--- src/rtl/alu_selftest.sv ---
// BIST initiator for the EX-stage ALU: corner vectors, then LFSR operands, checked against a golden model.
// Two cycles per vector (DRIVE, CHECK), done 2*NUM_VECTORS cycles after start; no backpressure, start ignored while busy.
module alu_selftest #(
   parameter int unsigned NUM_VECTORS = 256,
   parameter logic [31:0] SEED        = 32'hACE12345
) (
   input  logic        clk,
   input  logic        rst,
   input  logic        start,
   output logic [31:0] a,
   output logic [31:0] b,
   output logic [2:0]  control,
   input  logic [31:0] result,
   input  logic        zero,
   output logic        busy,
   output logic        done,
   output logic        pass,
   output logic [15:0] err_count,
   output logic [15:0] first_fail_idx
);

   localparam logic [31:0] TAPS     = 32'h80200003;
   localparam logic [15:0] LAST_IDX = 16'(NUM_VECTORS - 1);

   localparam logic [2:0] OP_ADD = 3'b010;
   localparam logic [2:0] OP_SUB = 3'b110;
   localparam logic [2:0] OP_AND = 3'b000;
   localparam logic [2:0] OP_OR  = 3'b001;
   localparam logic [2:0] OP_SLT = 3'b111;

   typedef enum logic [1:0] {
      S_IDLE,
      S_DRIVE,
      S_CHECK,
      S_DONE
   } state_t;

   state_t      state_q;
   logic [15:0] idx_q;
   logic [2:0]  op_q;
   logic [31:0] lfsr_a_q, lfsr_b_q;
   logic [31:0] a_q, b_q;
   logic [2:0]  ctl_q;
   logic        busy_q, done_q, pass_q;
   logic [15:0] err_q, ffi_q;

   logic [31:0] vec_a_d, vec_b_d;
   logic [2:0]  vec_ctl_d;
   logic [31:0] lfsr_a_d, lfsr_b_d;
   logic [31:0] exp_res;
   logic        mismatch;
   logic [15:0] err_d;
   logic        corner;

   always_comb begin
      corner = (idx_q < 16'd5);

      // op_q tracks idx mod 5 without a divider
      case (op_q)
         3'd0:    vec_ctl_d = OP_ADD;
         3'd1:    vec_ctl_d = OP_SUB;
         3'd2:    vec_ctl_d = OP_AND;
         3'd3:    vec_ctl_d = OP_OR;
         default: vec_ctl_d = OP_SLT;
      endcase

      vec_a_d = lfsr_a_q;
      vec_b_d = (idx_q[2:0] == 3'd0) ? lfsr_a_q : lfsr_b_q;
      if (corner) begin
         case (idx_q[2:0])
            3'd0: begin
               vec_a_d = 32'h0000_0000;
               vec_b_d = 32'h0000_0000;
            end
            3'd1: begin
               vec_a_d = 32'hFFFF_FFFF;
               vec_b_d = 32'h0000_0001;
            end
            3'd3: begin
               vec_a_d = 32'h0F0F_0F0F;
               vec_b_d = 32'hF0F0_F0F0;
            end
            default: begin
               vec_a_d = 32'h8000_0000;
               vec_b_d = 32'h7FFF_FFFF;
            end
         endcase
      end

      lfsr_a_d = lfsr_a_q[0] ? ((lfsr_a_q >> 1) ^ TAPS) : (lfsr_a_q >> 1);
      lfsr_b_d = lfsr_b_q[0] ? ((lfsr_b_q >> 1) ^ TAPS) : (lfsr_b_q >> 1);

      case (ctl_q)
         OP_ADD:  exp_res = a_q + b_q;
         OP_SUB:  exp_res = a_q - b_q;
         OP_AND:  exp_res = a_q & b_q;
         OP_OR:   exp_res = a_q | b_q;
         OP_SLT:  exp_res = {31'd0, ($signed(a_q) < $signed(b_q))};
         default: exp_res = 32'd0;
      endcase

      mismatch = (result != exp_res) || (zero != (exp_res == 32'd0));

      err_d = err_q;
      if (mismatch && (err_q != 16'hFFFF)) begin
         err_d = err_q + 16'd1;
      end
   end

   always_ff @(posedge clk or posedge rst) begin
      if (rst) begin
         state_q  <= S_IDLE;
         idx_q    <= 16'd0;
         op_q     <= 3'd0;
         lfsr_a_q <= SEED;
         lfsr_b_q <= ~SEED;
         a_q      <= 32'd0;
         b_q      <= 32'd0;
         ctl_q    <= 3'b000;
         busy_q   <= 1'b0;
         done_q   <= 1'b0;
         pass_q   <= 1'b0;
         err_q    <= 16'd0;
         ffi_q    <= 16'd0;
      end else begin
         case (state_q)
            S_IDLE, S_DONE: begin
               if (start) begin
                  state_q  <= S_DRIVE;
                  idx_q    <= 16'd0;
                  op_q     <= 3'd0;
                  lfsr_a_q <= SEED;
                  lfsr_b_q <= ~SEED;
                  busy_q   <= 1'b1;
                  done_q   <= 1'b0;
                  pass_q   <= 1'b0;
                  err_q    <= 16'd0;
                  ffi_q    <= 16'd0;
               end
            end
            S_DRIVE: begin
               a_q     <= vec_a_d;
               b_q     <= vec_b_d;
               ctl_q   <= vec_ctl_d;
               state_q <= S_CHECK;
            end
            S_CHECK: begin
               if (mismatch) begin
                  err_q <= err_d;
                  if (err_q == 16'd0) begin
                     ffi_q <= idx_q;
                  end
               end
               if (!corner) begin
                  lfsr_a_q <= lfsr_a_d;
                  lfsr_b_q <= lfsr_b_d;
               end
               if (idx_q == LAST_IDX) begin
                  state_q <= S_DONE;
                  busy_q  <= 1'b0;
                  done_q  <= 1'b1;
                  pass_q  <= (err_q == 16'd0) && !mismatch;
               end else begin
                  idx_q   <= idx_q + 16'd1;
                  op_q    <= (op_q == 3'd4) ? 3'd0 : op_q + 3'd1;
                  state_q <= S_DRIVE;
               end
            end
            default: state_q <= S_IDLE;
         endcase
      end
   end

   assign a              = a_q;
   assign b              = b_q;
   assign control        = ctl_q;
   assign busy           = busy_q;
   assign done           = done_q;
   assign pass           = pass_q;
   assign err_count      = err_q;
   assign first_fail_idx = ffi_q;

endmodule

--- config.mk ---
export PLATFORM = sky130hd
export DESIGN_NAME = alu_selftest
export DESIGN_NICKNAME = d
export VERILOG_FILES = /design/src/rtl/alu_selftest.sv
export SDC_FILE = /design/constraint.sdc
export NUM_CORES = 1
export LEC_CHECK = 0
export ABC_AREA = 0
export CORE_MARGIN = 2
export CORE_UTILIZATION = 55
export DETAILED_ROUTE_END_ITERATION = 16
export DONT_BUFFER_PORTS = 1
export PLACE_DENSITY_LB_ADDON = 0.08
export SETUP_SLACK_MARGIN = 0.3
export SYNTH_ARGS = -nofsm -noshare
export SYNTH_HDL_FRONTEND = slang
export SYNTH_SLANG_ARGS = --single-unit
--- constraint.sdc ---
create_clock -name clk -period 10.3 [get_ports clk]
set_input_delay 2.575 -clock clk [delete_from_list [all_inputs] [get_ports clk]]
set_output_delay 2.575 -clock clk [all_outputs]
set_load 0.02 [all_outputs]
[After elaboration in Yosys (flattened, before gate mapping)]
Index checks and enable logic that the tools add are counted.
Cells by class
  muxes and demuxes: 39
  $add $sub $neg: 5
  eq/ne operators: 24
  order comparisons: 2
  bitwise gates (word level): 4
  reduce and logical (&&, ||, !) cells: 17
Operator list (count)
  $mux W32: 9
  $pmux W32 S3: 2
  $pmux W32 S5: 1
  $pmux W32 S2: 2
  $mux W16: 6
  $pmux W16 S2: 3
  $add A16 B1 Y16 const B: 2
  $add A32 B32 Y32: 1
  $and A32 B32 Y32: 1
  $logic_not A32 Y1: 1
  $lt A32 B32 Y1: 1
  $ne A32 B32 Y1: 1
  $or A32 B32 Y32: 1
  $sub A32 B32 Y32: 1
  $eq A16 B8 Y1 const B: 1
  $logic_not A16 Y1: 1
  $lt A16 B3 Y1 const B: 1
  $ne A16 B16 Y1 const B: 1
  $ne A2 B2 Y1 const B: 7
  $eq A3 B2 Y1 const B: 4
  $pmux W3 S4: 1
  $eq A3 B1 Y1 const B: 3
  $eq A3 B3 Y1 const B: 3
  $logic_not A3 Y1: 3
  19 further kinds: 34
Storage, ports and cells
  output and inout bits: 102
  flip-flop bits (word level): 187
  input port bits: 36
  word-level logic and storage cells: 104

[Logic depth before layout (Yosys ltp)]
Gate-level depths: netlist (run 1).
  depth in word-level cells: 9
  gate-level depth with buffers: 20
  mapped depth without buffers: 17

[Worst setup path before layout (run 1)]
No wires, ideal clock.
  path type: input -> register
  from: input port result[10]
  to: register ffi_q[0] (netlist: first_fail_idx[0])
  stages on the path: 17
  required time: 10221 ps
  path buffers: 3
  path slack: 4794 ps
  arrival time: 5427 ps
  cells stage by stage: buf_2 > nor3b_1 > a21oi_1 > nor2_1 > a211oi_1 > o22ai_1 > or4_1 > nor4_1 > o2111ai_1 > nor4_2 > nand4_1 > or4_4 > or2_1 > buf_6 > nand2_8 > buf_12 > mux2i_1
Between the ends
  cells in the longest elaborated chain, start to end: 4
RTL lines
  start: declaration: RTL line 13  | input logic [31:0] result,
  $ne A32 B32 Y1: RTL line 102  | mismatch = (result != exp_res) || (zero != (exp_res == 32'd0));
  $logic_or A1 B1 Y1: RTL line 102
  $ne A2 B2 Y1 (no source line)
  $reduce_and A4 Y1 (no source line)
  end signal: assignment: RTL line 151  | ffi_q <= idx_q;
  end: declaration: RTL line 45  | logic [15:0] err_q, ffi_q;
No other way between the ends.
A chain may end at the register's enable or synchronous reset.

[Worst setup path after layout (run 1)]
  from: register b_q[12] (netlist: b[12])
  to: register ffi_q[0] (netlist: first_fail_idx[0])
Between the ends
  cells in the longest elaborated chain, start to end: 7
  elaborated cells between the ends (all ways): 12
RTL lines
  start: declaration: RTL line 42  | logic [31:0] a_q, b_q;
  start signal: assignment: RTL line 143  | b_q <= vec_b_d;
  $sub A32 B32 Y32, or another cell as far along: RTL line 95  | OP_SUB: exp_res = a_q - b_q;
  $pmux W32 S5 *: RTL line 93  | case (ctl_q)
  $logic_not A32 Y1: RTL line 102
  $ne A1 B1 Y1: RTL line 102
  $logic_or A1 B1 Y1 *: RTL line 102
  $ne A2 B2 Y1 (no source line) *
  $reduce_and A4 Y1 (no source line) *
Mark *: on every way between the ends. The rest lies on a longest branch, timed or not.

==> results of run 1 <==
==> layout make-up <==
type | count | area [um2]
Clock buffer | 17 | 425.4
Clock inverter | 15 | 231.5
Fill cell | 2488 | 11090
Inverter | 149 | 566.8
Multi-Input combinational cell | 1398 | 9102
Sequential cell | 187 | 4721
Tap cell | 341 | 426.7
Timing Repair Buffer | 22 | 165.2
==> final timing paths <==
kind,startpoint,to,depth (start not counted)
max in group asynchronous,rst,control[0],2
setup / recovery,b[12],first_fail_idx[0],16
setup reg to reg,b[12],first_fail_idx[0],16
hold reg to reg,lfsr_b_q[30],lfsr_b_q[30],2
min in group asynchronous,rst,b[5],1
hold / removal,lfsr_b_q[30],lfsr_b_q[30],2
==> worst min-delay path, cell delays in order, from the launching register on <==
cell and delay, ns:
dfstp_2 0.38, nand2_1 0.06, nand3_1 0.07
==> per-layer routing <==
metal / vias to the layer above / global-route usage (%) / part of all wire, %
li1: 6399 / - / -
met1: 6744 / 53.23 / 47
met2: 610 / 50.89 / 43
met3: 63 / 6.394 / 8.7
met4: 0 / 8.058 / 1.8
met5: - / 0 / 0
==> cells by family (layout without fill, tap and decap cells) <==
group                    Yosys count  in the layout  share of synthesized area [%]
multiplexers                      60             60                          4.071
AO/OA/AOI/OAI                    506            506                          22.77
buffers and inverters            262            203                          7.106
adder cells (fa/ha/maj)          113            113                          9.626
flip-flops                       187            187                          31.79
AND/OR/NAND/NOR                  653            653                          20.69
XOR/XNOR                          66             66                          3.945
==> stage by stage <==
| stage | hold slack [ns] | instance area (um2) | util (%) | total power [uW] |
|---|---|---|---|---|
| after global routing | 0.5287 | 15640 | 58.52 | 1521 |
| after detailed placement | 0.4907 | 14980 | 56.06 | 772.5 |
| after global placement | 0.4831 | 14980 | 56.06 | 772.3 |
| final | 0.5096 | 15640 | 58.52 | 1479 |
| after floorplan | 0.4616 | 14840 | - | 767.2 |
| after CTS | 0.5087 | 15640 | 58.52 | 1489 |
==> Yosys cell counts (33+ instances only) <==
cell type,n
xnor2_1,42
mux2i_1,57
o22a_1,33
a21oi_1,159
dfrtp_1,155
nand3_1,85
ha_1,111
nor2_1,162
inv_1,146
nand2_1,228
o21ai_0,82
clkbuf_1,79
==> report_power, final <==
group	leakage, uW	switching (uW)	internal [uW]
sequential	0.00241	0.0000283	734
clock	0.000321	323	398
combinational	0.00424	17.7	5.85
==> flip-flops by register name, indices dropped and copies added, names as in the netlist, 3 cells and up <==
register and count:
a 32, b 32, control 3, err_count 16, first_fail_idx 16, idx_q 16, lfsr_a_q 32, lfsr_b_q 32
op_q 3
==> impl_metrics.ini, run 1 <==
[outcome]
status = completed

[critical_path]
crit_fanout = 19
path_cells = inv_1 > ha_1 > nor4_1 > nand4_1 > a21oi_1 > nor4_1 > a311oi_1 > a211oi_1 > nor2b_1 > nand4_1 > nor4_2 > nand4_1 > a31oi_1 > or2_1 > nand2_8 > mux2i_1
crit_required_ns = 10.62
crit_buf_inv = 1
end_kind = register
worst_ep_arrival_time_ns = 6.27
crit_type = reg2reg
slowest_delay_ns = 0.89
critPathLaunchType = register
path_common_cell = nand4_1
cp_top_family = simple AND/OR/NAND/NOR gates
slowest_stage = nor4_1
reg2reg_slack_ns = 4.36

[worst_hold_path]
hold_class = reg2reg

[run]
cap_violations = 0

[place]
place.gp.congestion = 0.9792
portBuffers = 0
place_ws_ns = 4.163
place_inst = 2097
hpwl_mm = 37.56

[drt]
drtIter0Drc = 1474
vias_per_cell = 6.489
wire_per_inst_um = 23.36
dr.pass1.iters = 5
ant_nets = 0
drc_errors = 0
vias = 13816
totalWireLength_mm = 49.74

[clock_tree]
cts_resized = 0
cts_made_buffers = 17
cts_root_buffer = clkbuf_16
h-tree-depth = 4
postCtsSetupBuffers = 0
cts_tree = done
worstSkewPairLatency_ns = 0.45
holdBufCountCts = 0
cts_num_sinks = 187
cts_buffer_depth = 2
path_clk_slew_ns = 0.08

[timing]
fin_tns_setup_ns = 0
rsz0062_at_grt = no
worstMarginPinSlew_ns = 1.199
setup_ws_ns = 4.355
max_freq_mhz = 168.2
slew_headroom_pct = 20.04
finalSetupViolCount = 0
skew_ns = 0.01719
period_minus_slack_ns = 5.945
final.period_utilization_pct = 57.72
slew_viol_final = 0
final_hold_viol_count = 0

[yosys]
synth_top_area_share_pct = 26.13
synth_nets = 1996
ys_warn_count = 0
synth_seq_cells = 187
synthArstFlopShare_pct = 100.0
synth_area_leader_cell = dfrtp_1
syn_inst = 1847
ys_seq_area_share_pct = 31.79
ys.flop_type = dfrtp_1
synth-edff-count = 0
synthTopCellsByArea = dfrtp_1 (26%), ha_1 (9.4%), nand2_1 (5.8%), dfstp_2 (5.7%), a21oi_1 (5.4%)
avgSynthCellArea_um2 = 8.037
synthDistinctLibCells = 92
synthesis.area_mm2 = 0.01484

[floorplanning]
dieHeight_um = 168.3
die_w_um = 168.3
core_area_mm2 = 0.02673
io_pins = 138
die_area_mm2 = 0.02832
start_util_pct = 55.54
num_rows = 60

[pwr]
p_leak_uw = 0.006967
ir_worst_vdd_mv = 0.09095
power.density_mw_per_mm2 = 94.57

[global_routing]
grt_pass1_wl_mm = 76.27
grt-ovfl-total = 0
grt_pass1_vias = 12819
globalRouteTotalUtil_pct = 34.78
antenna_found_initial = 0
grt_max_degree = 137

[final_layout]
syn_to_final_growth_pct = 5.352
nets = 1924
instances_no_fill = 2129
layout.cells.most_common = nand2_1
n_antenna_cell = 0
layout-drive-gt1-share_pct = 6.823
mostFrequentLayoutCells = nand2_1 (228), nor2_1 (161), a21oi_1 (159)
Power figures use the tool's default switching activity.
==> run 2, diff against run 1 <==
Clock period 10.3 ns to 5 ns, I/O delays scaled along.
==> impl_metrics.ini, run 2 (synthesis gave the netlist of run 1 again) <==
[place]
place.gp.congestion = 1.040
place_ws_ns = 0.04326
placement.cell_area_mm2 = 0.01587
hpwl_mm = 41.18
portBuffers = 0
place_inst = 2212

[final_layout]
nFillCells = 2331
mostFrequentLayoutCells = nand2_1 (226), nor2_1 (153), dfrtp_1 (151)
regArea_mm2 = 0.004725
postLayoutCellArea_mm2 = 0.01715
multi_input_area_mm2 = 0.009652
n_antenna_cell = 0
syn_to_final_growth_pct = 15.54
instances_no_fill = 2256
nets = 2051
layout-drive-gt1-share_pct = 17.55
layout.cells.most_common = nand2_1

[global_routing]
antenna_found_initial = 0
grt_pass1_wl_mm = 82.66
grt_pass1_vias = 13852
globalRouteTotalUtil_pct = 37.66
grt_max_degree = 188
grt-ovfl-total = 0

[clock_tree]
h-tree-depth = 4
cts_made_buffers = 17
cts_tree = done
cts_buffer_depth = 2
worstSkewPairLatency_ns = 0.45
cts_root_buffer = clkbuf_16
cts_num_sinks = 187
path_clk_slew_ns = 0.09

[outcome]
status = completed

[critical_path]
worst_ep_arrival_time_ns = 4.97
slowest_delay_ns = 0.55
slowest_stage = or4_4
rr_worst_depth = 19
end_kind = register
r2r-start = a[13]
path_cells = inv_1 > ha_1 > buf_4 > nor2_1 > o21ai_1 > a31oi_1 > nor4_2 > a211oi_2 > buf_4 > or3_1 > o22ai_1 > xnor2_1 > a22oi_2 > xnor2_1 > or4_4 > or2_4 > buf_12 > nand2_8 > mux2i_4
crit_buf_inv = 4
crit_required_ns = 5.38
crit_type = reg2reg
crit_fanout = 20
cp_top_family = simple AND/OR/NAND/NOR gates
critPathLaunchType = register
reg2reg_slack_ns = 0.40
crit_start = a[13]
reg2reg_to = first_fail_idx[5]
setup.worst_path.end = first_fail_idx[5]
crit_cells = 19

[timing]
max_freq_mhz = 217.6
skew_ns = 0.02127
finalSetupViolCount = 0
rsz0062_at_grt = no
fin_tns_setup_ns = 0
slew_headroom_pct = 19.87
hold_slack_ns = 0.5081
slew_viol_final = 0
final_hold_viol_count = 0
final.period_utilization_pct = 91.91
worstMarginPinSlew_ns = 1.202
period_minus_slack_ns = 4.596
setup_ws_ns = 0.4043

[drt]
totalWireLength_mm = 54.02
vias_per_cell = 6.505
wire_per_inst_um = 23.95
ant_nets = 0
drtIter0Drc = 1860
drc_errors = 0
vias = 14676
dr.pass1.iters = 6

[floorplanning]
die_w_um = 168.3
core_area_mm2 = 0.02673
dieHeight_um = 168.3
start_util_pct = 55.54
num_rows = 60
die_area_mm2 = 0.02832
io_pins = 138

[pwr]
switching_share_pct = 23.69
intPower_uw = 2299
p_leak_uw = 0.007753
p_seq_share_pct = 50.2
combPwrFrac_pct = 1.7
p_clk_share_pct = 48.1
power.density_mw_per_mm2 = 175.6
p_sw_uw = 713.5
ir_worst_vdd_mv = 0.2150

[worst_hold_path]
hold_class = reg2reg

[run]
cap_violations = 0
run 2: area by class of cell:
class                           instances  share of cell area (%)
Clock inverter                         14                   1.196
Multi-Input combinational cell       1399                   56.27
Clock buffer                           18                   2.502
Tap cell                              341                   2.488
Inverter                              149                   3.283
Sequential cell                       187                   27.55
Timing Repair Buffer                  148                   6.711
run 2: stage by stage:
stage | power, uW | utilization, %
finish | 3012 | 64.18
global route | 3090 | 64.18
CTS | 3029 | 62.33
detailed placement | 1593 | 59.37
global placement | 1592 | 59.37
floorplan | 1581 | -
run 2: power groups by stage:
stage / Sequential, uW / Clock (uW) / Combinational, uW
after detailed placement: 1540 / 0 / 51.8
final: 1510 / 1450 / 50.5
after global routing: 1510 / 1520 / 59.1
after global placement: 1540 / 0 / 51.0
after CTS: 1510 / 1460 / 52.0
after floorplan: 1540 / 0 / 39.2
run 2: worst min-delay path, stage by stage (launching register included):
cell and delay [ns]:
dfstp_2 0.38, nand2_1 0.05, nand3_1 0.06
run 2: routing by layer:
layer	vias up	share of wire [%]	track usage, %
li1	6663	-	-
met1	7165	45	56.27
met2	762	43	55.59
met3	86	9.9	8.439
met4	0	2.1	8.546
met5	-	0	0
run 2: worst min-delay path by stage:
stage / depth (start not counted) / start / slack [ns] / to
after floorplan: 2 / lfsr_b_q[21] / 0.46 / lfsr_b_q[21]
after global placement: 2 / lfsr_b_q[30] / 0.49 / lfsr_b_q[30]
after detailed placement: 2 / lfsr_b_q[21] / 0.49 / lfsr_b_q[21]
after CTS: 2 / lfsr_b_q[30] / 0.51 / lfsr_b_q[30]
after global routing: 2 / lfsr_a_q[6] / 0.53 / lfsr_a_q[6]
final: 2 / lfsr_a_q[13] / 0.51 / lfsr_a_q[13]
run 2: repair_timing:
item | in CTS | in global routing
gates resized for setup | 23 | 109
hold buffers | 0 | 0
setup endpoints to repair | 31 | 33
pin swaps | 3 | 34
setup buffers | 3 | 8
cloned | 1 | 0
